--- src/rtl/div_man_iter_if.sv ---
`default_nettype none
// ============================================================================
// Module   : div_man_iter_if
// Purpose  : Handshake bundle for the iterative mantissa divider. It carries
//            the operand channel (in_valid/in_ready/op1/op2) and the result
//            channel (out_valid/out_ready/result/div_zero/ovf/inexact).
// Modports : master - the side that issues operands and consumes results
//            slave  - the divider itself
// Revision : 1.0 - initial release
// ============================================================================
interface div_man_iter_if #(
  parameter int MAN_W = 12,
  parameter int Q_W   = 16
);
  logic             in_valid;
  logic             in_ready;
  logic [MAN_W-1:0] op1;
  logic [MAN_W-1:0] op2;
  logic             out_valid;
  logic             out_ready;
  logic [Q_W-1:0]   result;
  logic             div_zero;
  logic             ovf;
  logic             inexact;

  modport master (
    output in_valid, op1, op2, out_ready,
    input  in_ready, out_valid, result, div_zero, ovf, inexact
  );

  modport slave (
    input  in_valid, op1, op2, out_ready,
    output in_ready, out_valid, result, div_zero, ovf, inexact
  );
endinterface
`default_nettype wire

--- src/rtl/div_man_iter.sv ---
`default_nettype none
// ============================================================================
// Module   : div_man_iter
// Purpose  : Iterative restoring divider for unsigned mantissas. Produces
//            Q = floor(op1 * 2^(Q_W-1) / op2) (1 integer bit, Q_W-1 fraction
//            bits), one quotient bit per clock.
// Ports    : clk        - clock
//            rst_n      - asynchronous active-low reset
//            bus.slave  - operand channel  : in_valid, in_ready, op1, op2
//                         result channel   : out_valid, out_ready, result,
//                                            div_zero, ovf, inexact
// Revision : 1.0 - initial release
// ============================================================================
module div_man_iter #(
  parameter int MAN_W = 12,
  parameter int Q_W   = 16
) (
  input  wire logic   clk,
  input  wire logic   rst_n,
  div_man_iter_if.slave bus
);

  localparam int CNT_W = $clog2(Q_W);

  localparam logic [1:0] S_IDLE = 2'd0;
  localparam logic [1:0] S_CALC = 2'd1;
  localparam logic [1:0] S_DONE = 2'd2;

  logic [1:0]       state_q, state_d;
  logic [CNT_W-1:0] cnt_q,   cnt_d;
  logic [MAN_W:0]   rem_q,   rem_d;
  logic [MAN_W-1:0] div_q,   div_d;
  logic [Q_W-1:0]   quot_q,  quot_d;
  logic             dz_q,    dz_d;
  logic             ovf_q,   ovf_d;
  logic             inx_q,   inx_d;

  logic [MAN_W:0]   w_div_ext;
  logic             w_ge;
  logic [MAN_W:0]   w_rem_sub;
  logic [MAN_W:0]   w_rem_shl;
  logic             w_in_dz;
  logic             w_in_ovf;

  // One restoring step. The remainder is always below the divisor after the
  // conditional subtract, so the left shift cannot lose the MSB.
  assign w_div_ext = {1'b0, div_q};
  assign w_ge      = (rem_q >= w_div_ext);
  assign w_rem_sub = w_ge ? (rem_q - w_div_ext) : rem_q;
  assign w_rem_shl = {w_rem_sub[MAN_W-1:0], 1'b0};

  // Accept-time special cases. op1 >= 2*op2 would need a second integer
  // quotient bit, so it saturates instead.
  assign w_in_dz  = (bus.op2 == '0);
  assign w_in_ovf = ({1'b0, bus.op1} >= {bus.op2, 1'b0});

  always_comb begin
    state_d = state_q;
    cnt_d   = cnt_q;
    rem_d   = rem_q;
    div_d   = div_q;
    quot_d  = quot_q;
    dz_d    = dz_q;
    ovf_d   = ovf_q;
    inx_d   = inx_q;

    case (state_q)
      S_IDLE: begin
        if (bus.in_valid) begin
          div_d  = bus.op2;
          rem_d  = {1'b0, bus.op1};
          cnt_d  = CNT_W'(Q_W - 1);
          quot_d = '0;
          dz_d   = 1'b0;
          ovf_d  = 1'b0;
          inx_d  = 1'b0;
          if (w_in_dz) begin
            quot_d  = '1;
            dz_d    = 1'b1;
            state_d = S_DONE;
          end else if (w_in_ovf) begin
            quot_d  = '1;
            ovf_d   = 1'b1;
            state_d = S_DONE;
          end else begin
            state_d = S_CALC;
          end
        end
      end

      S_CALC: begin
        quot_d = quot_q | (Q_W'(w_ge) << cnt_q);
        rem_d  = w_rem_shl;
        if (cnt_q == '0) begin
          // Inexact is judged on the remainder before the final shift.
          inx_d   = (w_rem_sub != '0);
          state_d = S_DONE;
        end else begin
          cnt_d = cnt_q - 1'b1;
        end
      end

      S_DONE: begin
        if (bus.out_ready) begin
          state_d = S_IDLE;
        end
      end

      default: begin
        state_d = S_IDLE;
      end
    endcase
  end

  always_ff @(posedge clk or negedge rst_n) begin
    if (!rst_n) begin
      state_q <= S_IDLE;
      cnt_q   <= '0;
      rem_q   <= '0;
      div_q   <= '0;
      quot_q  <= '0;
      dz_q    <= 1'b0;
      ovf_q   <= 1'b0;
      inx_q   <= 1'b0;
    end else begin
      state_q <= state_d;
      cnt_q   <= cnt_d;
      rem_q   <= rem_d;
      div_q   <= div_d;
      quot_q  <= quot_d;
      dz_q    <= dz_d;
      ovf_q   <= ovf_d;
      inx_q   <= inx_d;
    end
  end

  // in_ready depends only on state, never on out_ready.
  assign bus.in_ready  = (state_q == S_IDLE);
  assign bus.out_valid = (state_q == S_DONE);
  assign bus.result    = quot_q;
  assign bus.div_zero  = dz_q;
  assign bus.ovf       = ovf_q;
  assign bus.inexact   = inx_q;

endmodule
`default_nettype wire
--- src/flat_wrapper.sv ---
// flat-port wrapper written by rule: the top's interface ports become plain ports
module div_man_iter_flat 
#(
  parameter int MAN_W = 12,
  parameter int Q_W   = 16
)
  (clk, rst_n, bus_in_valid, bus_op1, bus_op2, bus_out_ready, bus_in_ready, bus_out_valid, bus_result, bus_div_zero, bus_ovf, bus_inexact);
  div_man_iter_if #(.MAN_W(MAN_W), .Q_W(Q_W)) bus_i ();
  input  wire logic clk;
  input  wire logic rst_n;
  input wire logic [$bits(bus_i.in_valid)-1:0] bus_in_valid;
  input wire logic [$bits(bus_i.op1)-1:0] bus_op1;
  input wire logic [$bits(bus_i.op2)-1:0] bus_op2;
  input wire logic [$bits(bus_i.out_ready)-1:0] bus_out_ready;
  output wire logic [$bits(bus_i.in_ready)-1:0] bus_in_ready;
  output wire logic [$bits(bus_i.out_valid)-1:0] bus_out_valid;
  output wire logic [$bits(bus_i.result)-1:0] bus_result;
  output wire logic [$bits(bus_i.div_zero)-1:0] bus_div_zero;
  output wire logic [$bits(bus_i.ovf)-1:0] bus_ovf;
  output wire logic [$bits(bus_i.inexact)-1:0] bus_inexact;
  assign bus_i.in_valid = bus_in_valid;
  assign bus_i.op1 = bus_op1;
  assign bus_i.op2 = bus_op2;
  assign bus_i.out_ready = bus_out_ready;
  assign bus_in_ready = bus_i.in_ready;
  assign bus_out_valid = bus_i.out_valid;
  assign bus_result = bus_i.result;
  assign bus_div_zero = bus_i.div_zero;
  assign bus_ovf = bus_i.ovf;
  assign bus_inexact = bus_i.inexact;
  div_man_iter #(.MAN_W(MAN_W), .Q_W(Q_W)) u_core (.clk(clk), .rst_n(rst_n), .bus(bus_i));
endmodule
--- config.mk ---
export PLATFORM = sky130hd
export DESIGN_NAME = div_man_iter_flat
export DESIGN_NICKNAME = d
export VERILOG_FILES = /design/src/rtl/div_man_iter_if.sv /design/src/rtl/div_man_iter.sv /design/src/flat_wrapper.sv
export SDC_FILE = /design/constraint.sdc
export NUM_CORES = 1
export LEC_CHECK = 0
export CORE_ASPECT_RATIO = 0.7
export CORE_MARGIN = 1
export CORE_UTILIZATION = 45
export DETAILED_ROUTE_END_ITERATION = 8
export GPL_TIMING_DRIVEN = 0
export PLACE_DENSITY = 0.68
export SYNTH_ARGS = -nofsm -noshare
export SYNTH_HDL_FRONTEND = slang
export SYNTH_SLANG_ARGS = --single-unit
--- constraint.sdc ---
create_clock -name clk -period 6.3 [get_ports clk]
set_clock_uncertainty 0.1 [all_clocks]
set_input_delay 0.63 -clock clk [delete_from_list [all_inputs] [get_ports clk]]
set_output_delay 0.63 -clock clk [all_outputs]
set_load 0.03 [all_outputs]
# Word level (Yosys, flattened, before mapping)
# Cells that the tools add are included.
[totals]
inputBits = 28
out_inout_bits = 21
ff_bits = 50
word_cells = 52
[classes]
n_shift = 1
n_reduce_logical = 10
mux = 22
n_addsub = 2
n_lt_le_gt_ge = 2
eq_ne = 6
n_bitwise = 1
[op_table]
columns = ["operator", "count"]
rows = [
  ["two-way mux 16 bit", 3],
  ["case mux 16 bit (2 select lines)", 1],
  ["two-way mux 13 bit", 2],
  ["case mux 13 bit (2 select lines)", 1],
  ["bitwise OR 16 bit", 1],
  ["<< shifter 1 x 4 -> 16 bit", 1],
  ["greater-or-equal comparator 12 x 13 -> 1 bit", 1],
  ["greater-or-equal comparator 13 x 12 -> 1 bit", 1],
  ["nonzero test 13 bit", 1],
  ["subtractor 13 x 12 -> 13 bit", 1],
  ["logical NOT 12 bit", 1],
  ["two-way mux 2 bit", 5],
  ["AND reduction 3 bit", 3],
  ["two-way mux 4 bit", 2],
  ["case mux 4 bit (2 select lines)", 1],
  ["inequality test 2 bit, second input constant", 3],
  ["case mux 2 bit (3 select lines)", 1],
  ["two-way mux 1 bit", 5],
  ["logical NOT 4 bit", 1],
  ["AND reduction 2 bit", 2],
  ["subtractor 4 x 1 -> 4 bit, second input constant", 1],
  ["equality test 2 x 1 -> 1 bit, second input constant", 1],
  ["equality test 2 bit, second input constant", 1],
  ["logical NOT 2 bit", 1],
  ["other kinds (3)", 3],
]

# Logic depth before layout (Yosys ltp)
[logic_depth]
ltp_word = 5
mapped_depth = 12

# Least setup slack after synthesis
# OpenSTA, ideal clock, no wires.
[synth_path]
kind = "register to register"
from = "register u_core.rem_q[0]"
to = "register u_core.inx_q, in the netlist u_core.bus.inexact"
setup_ns = 0.082
period_less_slack_ns = 2.519
path_stages_with_launch = 13
n_path_buf = 0
arrival_ns = 2.337
slack_ns = 3.781
path_cell_list = "dfrtp_1 -> inv_1 -> ha_1 -> inv_1 -> fa_1 -> a21o_1 -> and4_1 -> nor3_2 -> mux2_2 -> nand2_1 -> o32a_1 -> nor2_1 -> a31oi_1"
[synth_via]
elab_chain_cells = 5
word_cells_on_any_way = 6
classes_between = "add/sub: 1; order compare: 1; mux: 3; reduce/logical: 1"
[synth_rtl]
columns = ["item", "line_no", "text"]
rows = [
  ["start, declared", "div_man_iter.sv:31", "logic [MAN_W:0] rem_q, rem_d;"],
  ["start signal, assigned", "div_man_iter.sv:128", "rem_q <= rem_d;"],
  ["subtractor 13 x 12 -> 13 bit / greater-or-equal comparator 13 x 12 -> 1 bit (equally long branches)", "div_man_iter.sv:49, div_man_iter.sv:48", ""],
  ["two-way mux 13 bit (*)", "div_man_iter.sv:49", "assign w_rem_sub = w_ge ? (rem_q - w_div_ext) : rem_q;"],
  ["nonzero test 13 bit (*)", "div_man_iter.sv:96", "inx_d = (w_rem_sub != '0);"],
  ["two-way mux 1 bit (*)", "div_man_iter.sv:94", "if (cnt_q == '0) begin"],
  ["case mux 1 bit (2 select lines) (*)", "div_man_iter.sv:67", "case (state_q)"],
  ["end signal, assigned", "div_man_iter.sv:133", "inx_q <= inx_d;"],
  ["end, declared", "div_man_iter.sv:36", "logic inx_q, inx_d;"],
]
# Mark *: on every way between the ends. The rest lies on a longest branch, timed or not. The select of a mux whose other input is x is not followed.
# A chain may end at the register's enable or synchronous reset.

# Worst setup path after layout
[layout_path]
from = "register u_core.state_q[0]"
to = "output port bus_in_ready"
[layout_via]
elab_chain_cells = 1
[layout_rtl]
columns = ["item", "line_no", "text"]
rows = [
  ["start, declared", "div_man_iter.sv:29", "logic [1:0] state_q, state_d;"],
  ["start signal, assigned", "div_man_iter.sv:126", "state_q <= state_d;"],
  ["logical NOT 2 bit", "div_man_iter.sv:138", "assign bus.in_ready = (state_q == S_IDLE);"],
  ["end, declared", "flat_wrapper.sv:15", "output wire logic [$bits(bus_i.in_ready)-1:0] bus_in_ready;"],
]
# No other way between the ends.

==> impl_metrics.sql <==
INSERT INTO impl_metrics (metric_group, metric, value, unit) VALUES
('drt', 'drtPass1Iterations', '5', ''),
('sta', 'grt_setup_unrepaired', 'false', ''),
('clocking', 'tritoncts', 'built', ''),
('drt', 'vias_per_cell', '5.61', ''),
('sta', 'setup_viol', '0', ''),
('final_layout', 'syn_to_final_growth', '20.1', '%'),
('final_layout', 'stdcell_count', '575', ''),
('sta', 'worstMarginPinSlew', '0.594', 'ns'),
('sta', 'achievable-frequency', '0.339', 'GHz'),
('synth', 'synthFlopType', 'dfrtp_1', ''),
('critical_path', 'crit_buf_inv', '3', ''),
('status', 'status', 'completed', ''),
('critical_path', 'worstPathCellList', 'clkbuf_1, buf_1, nor2_1, clkdlybuf4s50_1', ''),
('final_layout', 'multiInputGateArea', '0.00198', 'mm²'),
('clocking', 'cts.reportedPaths.clkPinSlew', '0.10', 'ns'),
('place', 'port_buffers', '48', ''),
('synth', 'synth_commonest_cells', '50 x dfrtp_1, 48 x inv_1, 43 x a21oi_1, 34 x nand2_1, 33 x nor2_1', ''),
('synth', 'synthMostInstantiatedCell', 'dfrtp_1', ''),
('die', 'i_o_pin_cnt', '49', ''),
('drt', 'antenna_left', '0', ''),
('final_layout', 'insertedDiodeCount', '0', ''),
('sta', 'min_period_over_period', '0.468', ''),
('drt', 'drc_errors', '0', ''),
('die', 'core', '0.00742', 'mm²'),
('critical_path', 'crit_path_top_delay_cell', 'clkdlybuf4s50_1', ''),
('synth', 'synth.cell_area', '0.00351', 'mm²'),
('drt', 'vias', '3224', ''),
('clocking', 'cts_resized', '0', ''),
('sta', 'timing.slew.headroom', '0.604', ''),
('clocking', 'numClockSinks', '50', ''),
('global_route', 'grt_pass1_wl', '15500', 'µm'),
('power', 'maximum_vdd_drop', '288', 'µV'),
('critical_path', 'rrSetupSlack', '3.44', 'ns'),
('clocking', 'number_of_buffers_added_by_the_clock_tree_synthesis_step', '5', ''),
('global_route', 'grtUsageTotal', '0.245', ''),
('synth', 'synth_largest_type_area_fraction', '0.356', ''),
('synth', 'synth_sequential_area_ratio', '0.356', ''),
('critical_path', 'cp_top_family', 'buffers and inverters', ''),
('synth', 'ys_seq_elements', '50', ''),
('place', 'post-dp-hpwl', '7520', 'µm'),
('critical_path', 'critical_path_arrival', '2.22', 'ns'),
('job', 'number_of_maximum_capacitance_violations', '0', ''),
('critical_path', 'r2r_end', 'u_core.bus.inexact', ''),
('die', 'floorplan.die.height', '75.9', 'µm'),
('synth', 'yosys_warnings', '0', ''),
('synth', 'yosysUniqueCellTypes', '61', ''),
('critical_path', 'r2r_start', 'u_core.rem_q[0]', ''),
('worst_hold_path', 'worstHoldPathType', 'primary input to async pin', ''),
('final_layout', 'nFillCells', '708', ''),
('clocking', 'cts.root.buffer_cell', 'clkbuf_8', ''),
('clocking', 'clk_path_buf_depth', '2', ''),
('synth', 'synth-async-reset-ratio', '1.00', ''),
('synth', 'yosys-top-cells-area', 'dfrtp_1 36%, ha_1 8.5%, a21oi_1 6.1%, inv_1 5.1%, nand2_1 3.6%', ''),
('synth', 'synth_enable_flop_cells', '0', ''),
('critical_path', 'worst-r2r-cell-count', '12', ''),
('synth', 'avgSynthCellArea', '8.37', 'µm²'),
('die', 'floorplan.initialDensity', '0.474', ''),
('die', 'die_width', '108', 'µm'),
('critical_path', 'worstPathRequired', '5.57', 'ns'),
('global_route', 'number_of_global_route_vias_before_repair', '3008', ''),
('clocking', 'cts_htree_levels', '2', ''),
('power', 'pwr_density_cell', '618', 'mW/mm²'),
('drt', 'routed_wl', '9460', 'µm'),
('sta', 'fin_crit', '2.95', 'ns'),
('place', 'place.detailed.instances', '567', ''),
('global_route', 'antenna_found_initial', '0', ''),
('critical_path', 'cp_max_fo', '10', ''),
('final_layout', 'sequential_cell_area', '0.00125', 'mm²'),
('drt', 'drt-initial-drc-count', '263', ''),
('critical_path', 'crit_path_start_kind', 'flip-flop', ''),
('sta', 'hold_viol', '0', '');
## state kept, by name (all words and copies together) (netlist names)
signal               flops
u_core.bus.div_zero      1
u_core.bus.inexact       1
u_core.bus.ovf           1
u_core.bus.result       16
u_core.cnt_q             4
u_core.div_q            12
u_core.rem_q            13
u_core.state_q           2
## logic make-up after synthesis
| logic type | count (synthesis) | share of synthesized area |
|---|---|---|
| simple gates | 129 | 0.194 |
| mux | 7 | 0.0210 |
| xor+xnor | 10 | 0.0249 |
| flops | 50 | 0.356 |
| fa+ha+maj | 25 | 0.0911 |
| compound gates | 131 | 0.232 |
| buf+inv | 68 | 0.0812 |
## through the flow
stage               setup WS [ns]  area (µm²)
floorplan                    3.78        3510
global placement             3.00        4120
detailed placement           3.03        4130
CTS                          3.36        4220
global route                 3.08        4220
finish                       3.35        4220
## routing by layer
layer / GRT usage / part of all wire / vias to the layer above
met5: 0 / 0 / -
li1: - / - / 1599
met3: 0.0370 / 0.062 / 9
met1: 0.409 / 0.54 / 1524
met4: 0.0548 / 0.0093 / 0
met2: 0.322 / 0.39 / 92
## how the worst max path moves through the flow
stage / startpoint / end / cells after the start
floorplan: u_core.rem_q[0] / u_core.bus.inexact / 12
global placement: rst_n / u_core.div_q[8] / 1
detailed placement: bus_op2[1] / u_core.bus.result[6] / 12
CTS: u_core.state_q[0] / bus_in_ready / 4
global route: bus_op2[1] / u_core.bus.result[6] / 12
finish: u_core.state_q[0] / bus_in_ready / 4
## cell usage in the layout (no fill, tap or decap), types with 3 or more instances in the layout
cell	netlist	final
clkdlybuf4s50_1	0	47
nand3_1	4	4
nor2b_1	9	9
mux2_2	3	3
a21oi_1	43	43
nor3_2	4	4
clkbuf_1	12	12
ha_1	24	24
o22a_1	8	8
o21ai_0	25	25
nand4_1	3	3
or2_2	4	4
nor2_1	33	33
nand2b_1	3	3
a21o_1	5	5
nor3_1	8	8
clkbuf_8	0	5
nor4_1	5	5
inv_1	48	48
dfrtp_1	50	50
nand4b_1	4	4
nand2_1	34	34
mux2i_1	4	4
xnor2_1	8	8
and3_1	4	4
a31oi_1	4	4
o22ai_1	10	10
buf_2	2	3
o21ai_1	14	14
## cell type report
class,instances,area share
inverters,49,0.0436
well taps,98,0.0290
flip-flops and latches,50,0.296
plain buffers,19,0.0240
multi-input cells,302,0.468
clock inverters,3,0.00504
repair buffers,49,0.117
clock buffers,5,0.0163
## where the power goes
group / internal (W) / total, W / switching [W]
combinational: 0.000762 / 0.00181 / 0.00105
clock: 0.0000783 / 0.000193 / 0.000115
sequential: 0.000476 / 0.000609 / 0.000132
total: 0.00132 / 0.00261 / 0.00129
Note: power is estimated with default switching activity, not from simulation.
